$ cat src/rtl/halflife_decay_timer.sv
// Half-life decay timer: a loaded count is halved once per programmable period
// until it reaches zero, with start/stop control, trim and a halvings counter.
module halflife_decay_timer #(
    parameter int WIDTH  = 8,
    parameter int PER_W  = 16,
    parameter int HCNT_W = 4
) (
    input  logic              clk,
    input  logic              rst_n,
    input  logic              load,
    input  logic [WIDTH-1:0]  load_val,
    input  logic              start,
    input  logic              stop,
    input  logic              up,
    input  logic              down,
    input  logic [PER_W-1:0]  period,
    output logic [WIDTH-1:0]  value,
    output logic              alive,
    output logic              running,
    output logic              done,
    output logic [HCNT_W-1:0] halvings
);

    localparam logic [1:0] S_IDLE = 2'd0;
    localparam logic [1:0] S_RUN  = 2'd1;
    localparam logic [1:0] S_DONE = 2'd2;

    localparam logic [WIDTH:0]    W1_ONE  = 1;
    localparam logic [PER_W-1:0]  PER_ONE = 1;
    localparam logic [HCNT_W-1:0] H_ONE   = 1;
    localparam logic [HCNT_W-1:0] H_MAX   = '1;

    logic [1:0]        state_q, state_d;
    logic [WIDTH-1:0]  value_q, value_d;
    logic [HCNT_W-1:0] halvings_q, halvings_d;
    logic [PER_W-1:0]  phase_q, phase_d;
    logic [PER_W-1:0]  per_q, per_d;

    logic [WIDTH:0]    inc_w, dec_w;
    logic [WIDTH-1:0]  adj;
    logic              tick;
    logic              done_c;

    // Trim runs one bit wider so overflow and borrow can be clamped.
    always_comb begin
        inc_w = {1'b0, value_q} + W1_ONE;
        dec_w = {1'b0, value_q} - W1_ONE;
        adj   = value_q;
        if (up && !down) begin
            adj = inc_w[WIDTH] ? '1 : inc_w[WIDTH-1:0];
        end else if (down && !up) begin
            adj = dec_w[WIDTH] ? '0 : dec_w[WIDTH-1:0];
        end
    end

    always_comb begin
        state_d    = state_q;
        value_d    = value_q;
        halvings_d = halvings_q;
        phase_d    = phase_q;
        per_d      = per_q;
        tick       = 1'b0;
        done_c     = 1'b0;
        if (load) begin
            value_d    = load_val;
            phase_d    = '0;
            halvings_d = '0;
            state_d    = S_IDLE;
        end else begin
            case (state_q)
                S_IDLE: begin
                    value_d = adj;
                    if (start) begin
                        state_d = S_RUN;
                        per_d   = (period == '0) ? PER_ONE : period;
                    end
                end
                S_RUN: begin
                    if (stop) begin
                        state_d = S_IDLE;
                    end else begin
                        tick    = (phase_q == per_q - PER_ONE);
                        phase_d = tick ? '0 : phase_q + PER_ONE;
                        if (tick) begin
                            value_d = adj >> 1;
                            if (halvings_q != H_MAX) begin
                                halvings_d = halvings_q + H_ONE;
                            end
                        end else begin
                            value_d = adj;
                        end
                        if (value_d == '0) begin
                            state_d = S_DONE;
                            done_c  = 1'b1;
                        end
                    end
                end
                S_DONE: begin
                    value_d = value_q;
                end
                default: begin
                    state_d = S_IDLE;
                end
            endcase
        end
    end

    always_ff @(posedge clk or negedge rst_n) begin
        if (!rst_n) begin
            state_q    <= S_IDLE;
            value_q    <= '0;
            halvings_q <= '0;
            phase_q    <= '0;
            per_q      <= PER_ONE;
        end else begin
            state_q    <= state_d;
            value_q    <= value_d;
            halvings_q <= halvings_d;
            phase_q    <= phase_d;
            per_q      <= per_d;
        end
    end

    assign value    = value_q;
    assign alive    = (value_q != '0);
    assign running  = (state_q == S_RUN);
    assign done     = done_c;
    assign halvings = halvings_q;

endmodule
$ cat config.mk
export PLATFORM = sky130hd
export DESIGN_NAME = halflife_decay_timer
export DESIGN_NICKNAME = d
export VERILOG_FILES = /design/src/rtl/halflife_decay_timer.sv
export SDC_FILE = /design/constraint.sdc
export NUM_CORES = 1
export LEC_CHECK = 0
export ABC_AREA = 1
export BUFFER_PORTS_ARGS = -buffer_cell sky130_fd_sc_hd__buf_4
export CAP_MARGIN = 15
export CELL_PAD_IN_SITES_DETAIL_PLACEMENT = 1
export CELL_PAD_IN_SITES_GLOBAL_PLACEMENT = 2
export CORE_UTILIZATION = 35
export CTS_CLUSTER_SIZE = 8
export DETAILED_ROUTE_END_ITERATION = 8
export PLACE_DENSITY = 0.9
export SLEW_MARGIN = 5
export SYNTH_ARGS = -nofsm -noshare
export SYNTH_HDL_FRONTEND = slang
export SYNTH_SLANG_ARGS = --single-unit
$ cat constraint.sdc
create_clock -name clk -period 4 [get_ports clk]
set_input_delay 0 -clock clk [delete_from_list [all_inputs] [get_ports clk]]
set_output_delay 0 -clock clk [all_outputs]
set_load 0.01 [all_outputs]
==> flow_summary.ini <==
[sta]
final_hold_viol_count = 0
period_share = 0.696
fin_ws_ps = 1220
fin_skew_ps = 12.1
slew_violations = 0
slew_headroom = 0.308
fin_tns_setup_ps = 0
layout_min_cycle_time_ps = 2780
worst_slew_pin_slew_ps = 1030
max_clock_freq_mhz = 359
finalSetupViolCount = 0
rsz0062_at_grt = false

[clock_tree]
cts.path.max_buffers = 2
cts_made_buffers = 5
clk_latency_ps = 310
htreeDepth = 2
cts_sinks = 46
cts_root_buffer = clkbuf_8
cts_setup_buffers = 0
tritoncts = done
clk_pin_slew_ps = 100

[worst_setup_path]
cp-startpoint = value[0]$_DFFE_PN0P_
cp.arrival_ps = 2780
worstPathRequired_ps = 4000
path_cells = inv_1, ha_1, nand2_1, nor2_2, a21oi_1, inv_1, o21ai_0, nor3_2, nand3_1, inv_1, buf_4
cpLargestDelayFamily = compound AO/OA/AOI/OAI gates
cp_num_cells = 11
crit_path_frequent_cell = inv_1
r2r.worst_path.cells = 16
crit_slowest_cell = dfrtp_1
r2r-end = halvings[0]$_DFFE_PN0P_
critPathMaxStageDelay_ps = 520
r2r_slack_ps = 1360
cp-start-kind = flip-flop
crit_buf_inv = 4
cp-endpoint = done
reg2reg_from = per_q[0]$_DFFE_PN1P_
setup.worst_path.end_class = output port
critical_path_class = reg -> out
path_max_fanout = 8

[place]
hpwlAfterDp_um = 8950
place_ws_ps = 1300
io_buffer_count = 45
gp_congestion = 0.815

[synthesis]
synth_compound_area_frac = 0.0581
syn_area_um2 = 3640
synth_cell_types = 37
synth_ff_type = dfrtp_1
synthArstFlopShare = 1.00
synth_xor_area_frac = 0.0577
synth_top_area_share = 0.309
synth_area_leaders = dfrtp_1, nand2_1, nand3_1, nor2_1, inv_1
synthMuxAreaShare = 0.0340
yosysWarnings = 0
synth_top_family_by_area = simple AND/OR/NAND/NOR gates
synthSimpleGateAreaFrac = 0.435
yosys_register_bits = 46
yosysSeqAreaShare = 0.316
synth_edf_count = 0
synthCells = 554
syn_nets = 591
synth.avg_cell_area_um2 = 6.57
synth_area_leader_cell = dfrtp_1
synthAdderAreaFrac = 0.0206

[global_route]
grt_pass1_vias = 3836
top_usage_layer = met2
use_met1 = 0.278
gr-total-overflow = 0
use_met2 = 0.393
use_met3 = 0.0213
antenna_found_initial = 0
grt_use_total = 0.217
grt_max_degree = 47
grt_pass1_wl_um = 19100

[power]
p_sw_frac = 0.387
powerDensity_nw_per_um2 = 339
worst_ir_drop_vdd_mv = 0.146
cell_internal_pwr_mw = 0.909
power_frac_clock = 0.244
p_leak_nw = 2.13
power_switching_mw = 0.574
seq_power_share = 0.413
power_frac_comb = 0.343

[job]
maxCapViolCount = 0

[floorplanning]
core_area_um2 = 9910
ioPinCount = 46
row_count = 36
fp.dieH_um = 104
dieArea_um2 = 10800
start_util = 0.368
die_w_um = 104

[final_layout]
final.fill_count = 1350
multi_input_area_um2 = 2200
n_antenna_cell = 0
syn_to_final_growth_pct = 20.2
regArea_um2 = 1150
nets = 650
drive_gt1_frac = 0.150

[route]
viasPerCell = 5.04
drt_first_pass_iters = 4
post-route-drc-count = 0
post_drt_wl_per_cell_um = 15.1
ant_nets = 0
drt_iter0_drc = 129
num_vias = 3763
routed_wl_um = 11300

[hold_path]
hold_class = in -> reg

[run_status]
status = finished, final reports clean
## worst min path at each step
stage	from	end	cells after the start
floorplan	rst_n	halvings[0]$_DFFE_PN0P_	0
global placement	rst_n	halvings[2]$_DFFE_PN0P_	1
detailed placement	rst_n	halvings[2]$_DFFE_PN0P_	1
CTS	period[0]	per_q[0]$_DFFE_PN1P_	3
global route	period[0]	per_q[0]$_DFFE_PN1P_	3
finish	load_val[1]	value[1]$_DFFE_PN0P_	5
## cells in the final DEF, fill, tap and decap left out, types with 7 or more instances in the layout
| cell type | netlist | routed |
|---|---|---|
| a21oi_1 | 13 | 13 |
| xnor2_1 | 7 | 7 |
| nand3_1 | 57 | 57 |
| nor2_2 | 8 | 8 |
| mux2_2 | 11 | 11 |
| inv_1 | 59 | 59 |
| o21ai_0 | 15 | 15 |
| buf_4 | 0 | 45 |
| nand4_1 | 12 | 12 |
| nand2_1 | 172 | 172 |
| dfrtp_1 | 45 | 45 |
| dlygate4sd3_1 | 0 | 17 |
| nor3_1 | 8 | 8 |
| nor2_1 | 74 | 74 |
| xor2_1 | 17 | 17 |
## state kept, by name, summed over array words and instances, names as in the netlist
signal    cells
per_q        16
phase_q      16
value         8
halvings      4
state_q       2
## worst reg2reg max path, delay by kind of cell, from the launching register on
| family | cells | cell delay, ps |
|---|---|---|
| flip-flops | 1 | 560 |
| AND/OR/NAND/NOR | 14 | 1650 |
| adder cells (fa/ha/maj) | 1 | 250 |
| buffers and inverters | 1 | 80 |
## cells in the mapped netlist, types with 2 or more instances
cell and count:
inv_1 59, xor2_1 17, clkbuf_1 3, ha_1 6
a22oi_1 2, nand2_2 3, nor3_2 3, mux2_2 11
nand3_2 5, o311ai_0 2, xnor2_1 7, nor3_1 8
nand4_1 12, dfrtp_1 45, nor2_1 74, and3_1 2
buf_1 2, nor4_1 4, nand2_1 172, buf_2 4
nor2_4 4, o22ai_1 2, inv_2 3, nand3b_1 2
o21ai_0 15, a21oi_1 13, nand3_1 57, nor2_2 8
## final cells by class
| cell class | count | area share |
|---|---|---|
| inverters | 63 | 0.0540 |
| clock inverters | 3 | 0.0100 |
| clock buffers | 5 | 0.0157 |
| well taps | 133 | 0.0380 |
| flip-flops and latches | 46 | 0.263 |
| multi-input cells | 435 | 0.503 |
| repair buffers | 62 | 0.116 |
## metal layers
layer	vias up	share of wire
met5	-	0
met1	1806	0.47
met2	51	0.50
met4	0	0.013
li1	1894	-
met3	12	0.022
## power groups by stage
stage	registers, mW	logic, mW	clock network, mW
after CTS	0.613	0.513	0.370
after global routing	0.623	0.580	0.387
final	0.612	0.509	0.362
after global placement	0.620	0.482	0
after floorplan	0.597	0.340	0
after detailed placement	0.622	0.498	0
## logic make-up (layout without fill, tap and decap cells)
kind of cell               count (synthesis)  count (layout)
AOI/OAI and AO/OA                         38              38
muxes                                     11              11
and+or+nand+nor                          356             356
adders and majority gates                  6               6
buffers and inverters                     73             133
xor gates and xnor gates                  24              24
DFF                                       46              46
## through the flow
step           hold slack, ps  total power, mW  cells  utilization  area (um2)
2_1_floorplan            -296            0.937    554            -        3640
3_3_place_gp             45.8             1.10    722        0.413        4100
3_5_place_dp             54.9             1.12    722        0.413        4100
4_1_cts                  7.27             1.50    747        0.442        4380
5_1_grt                  33.0             1.59    747        0.442        4380
6_report                 14.9             1.48    747        0.442        4380
## repair_timing
action	in CTS	in global routing
gates resized for setup	0	0
hold endpoints to repair	61	0
hold buffers	17	0
Power figures use the tool's default switching activity.
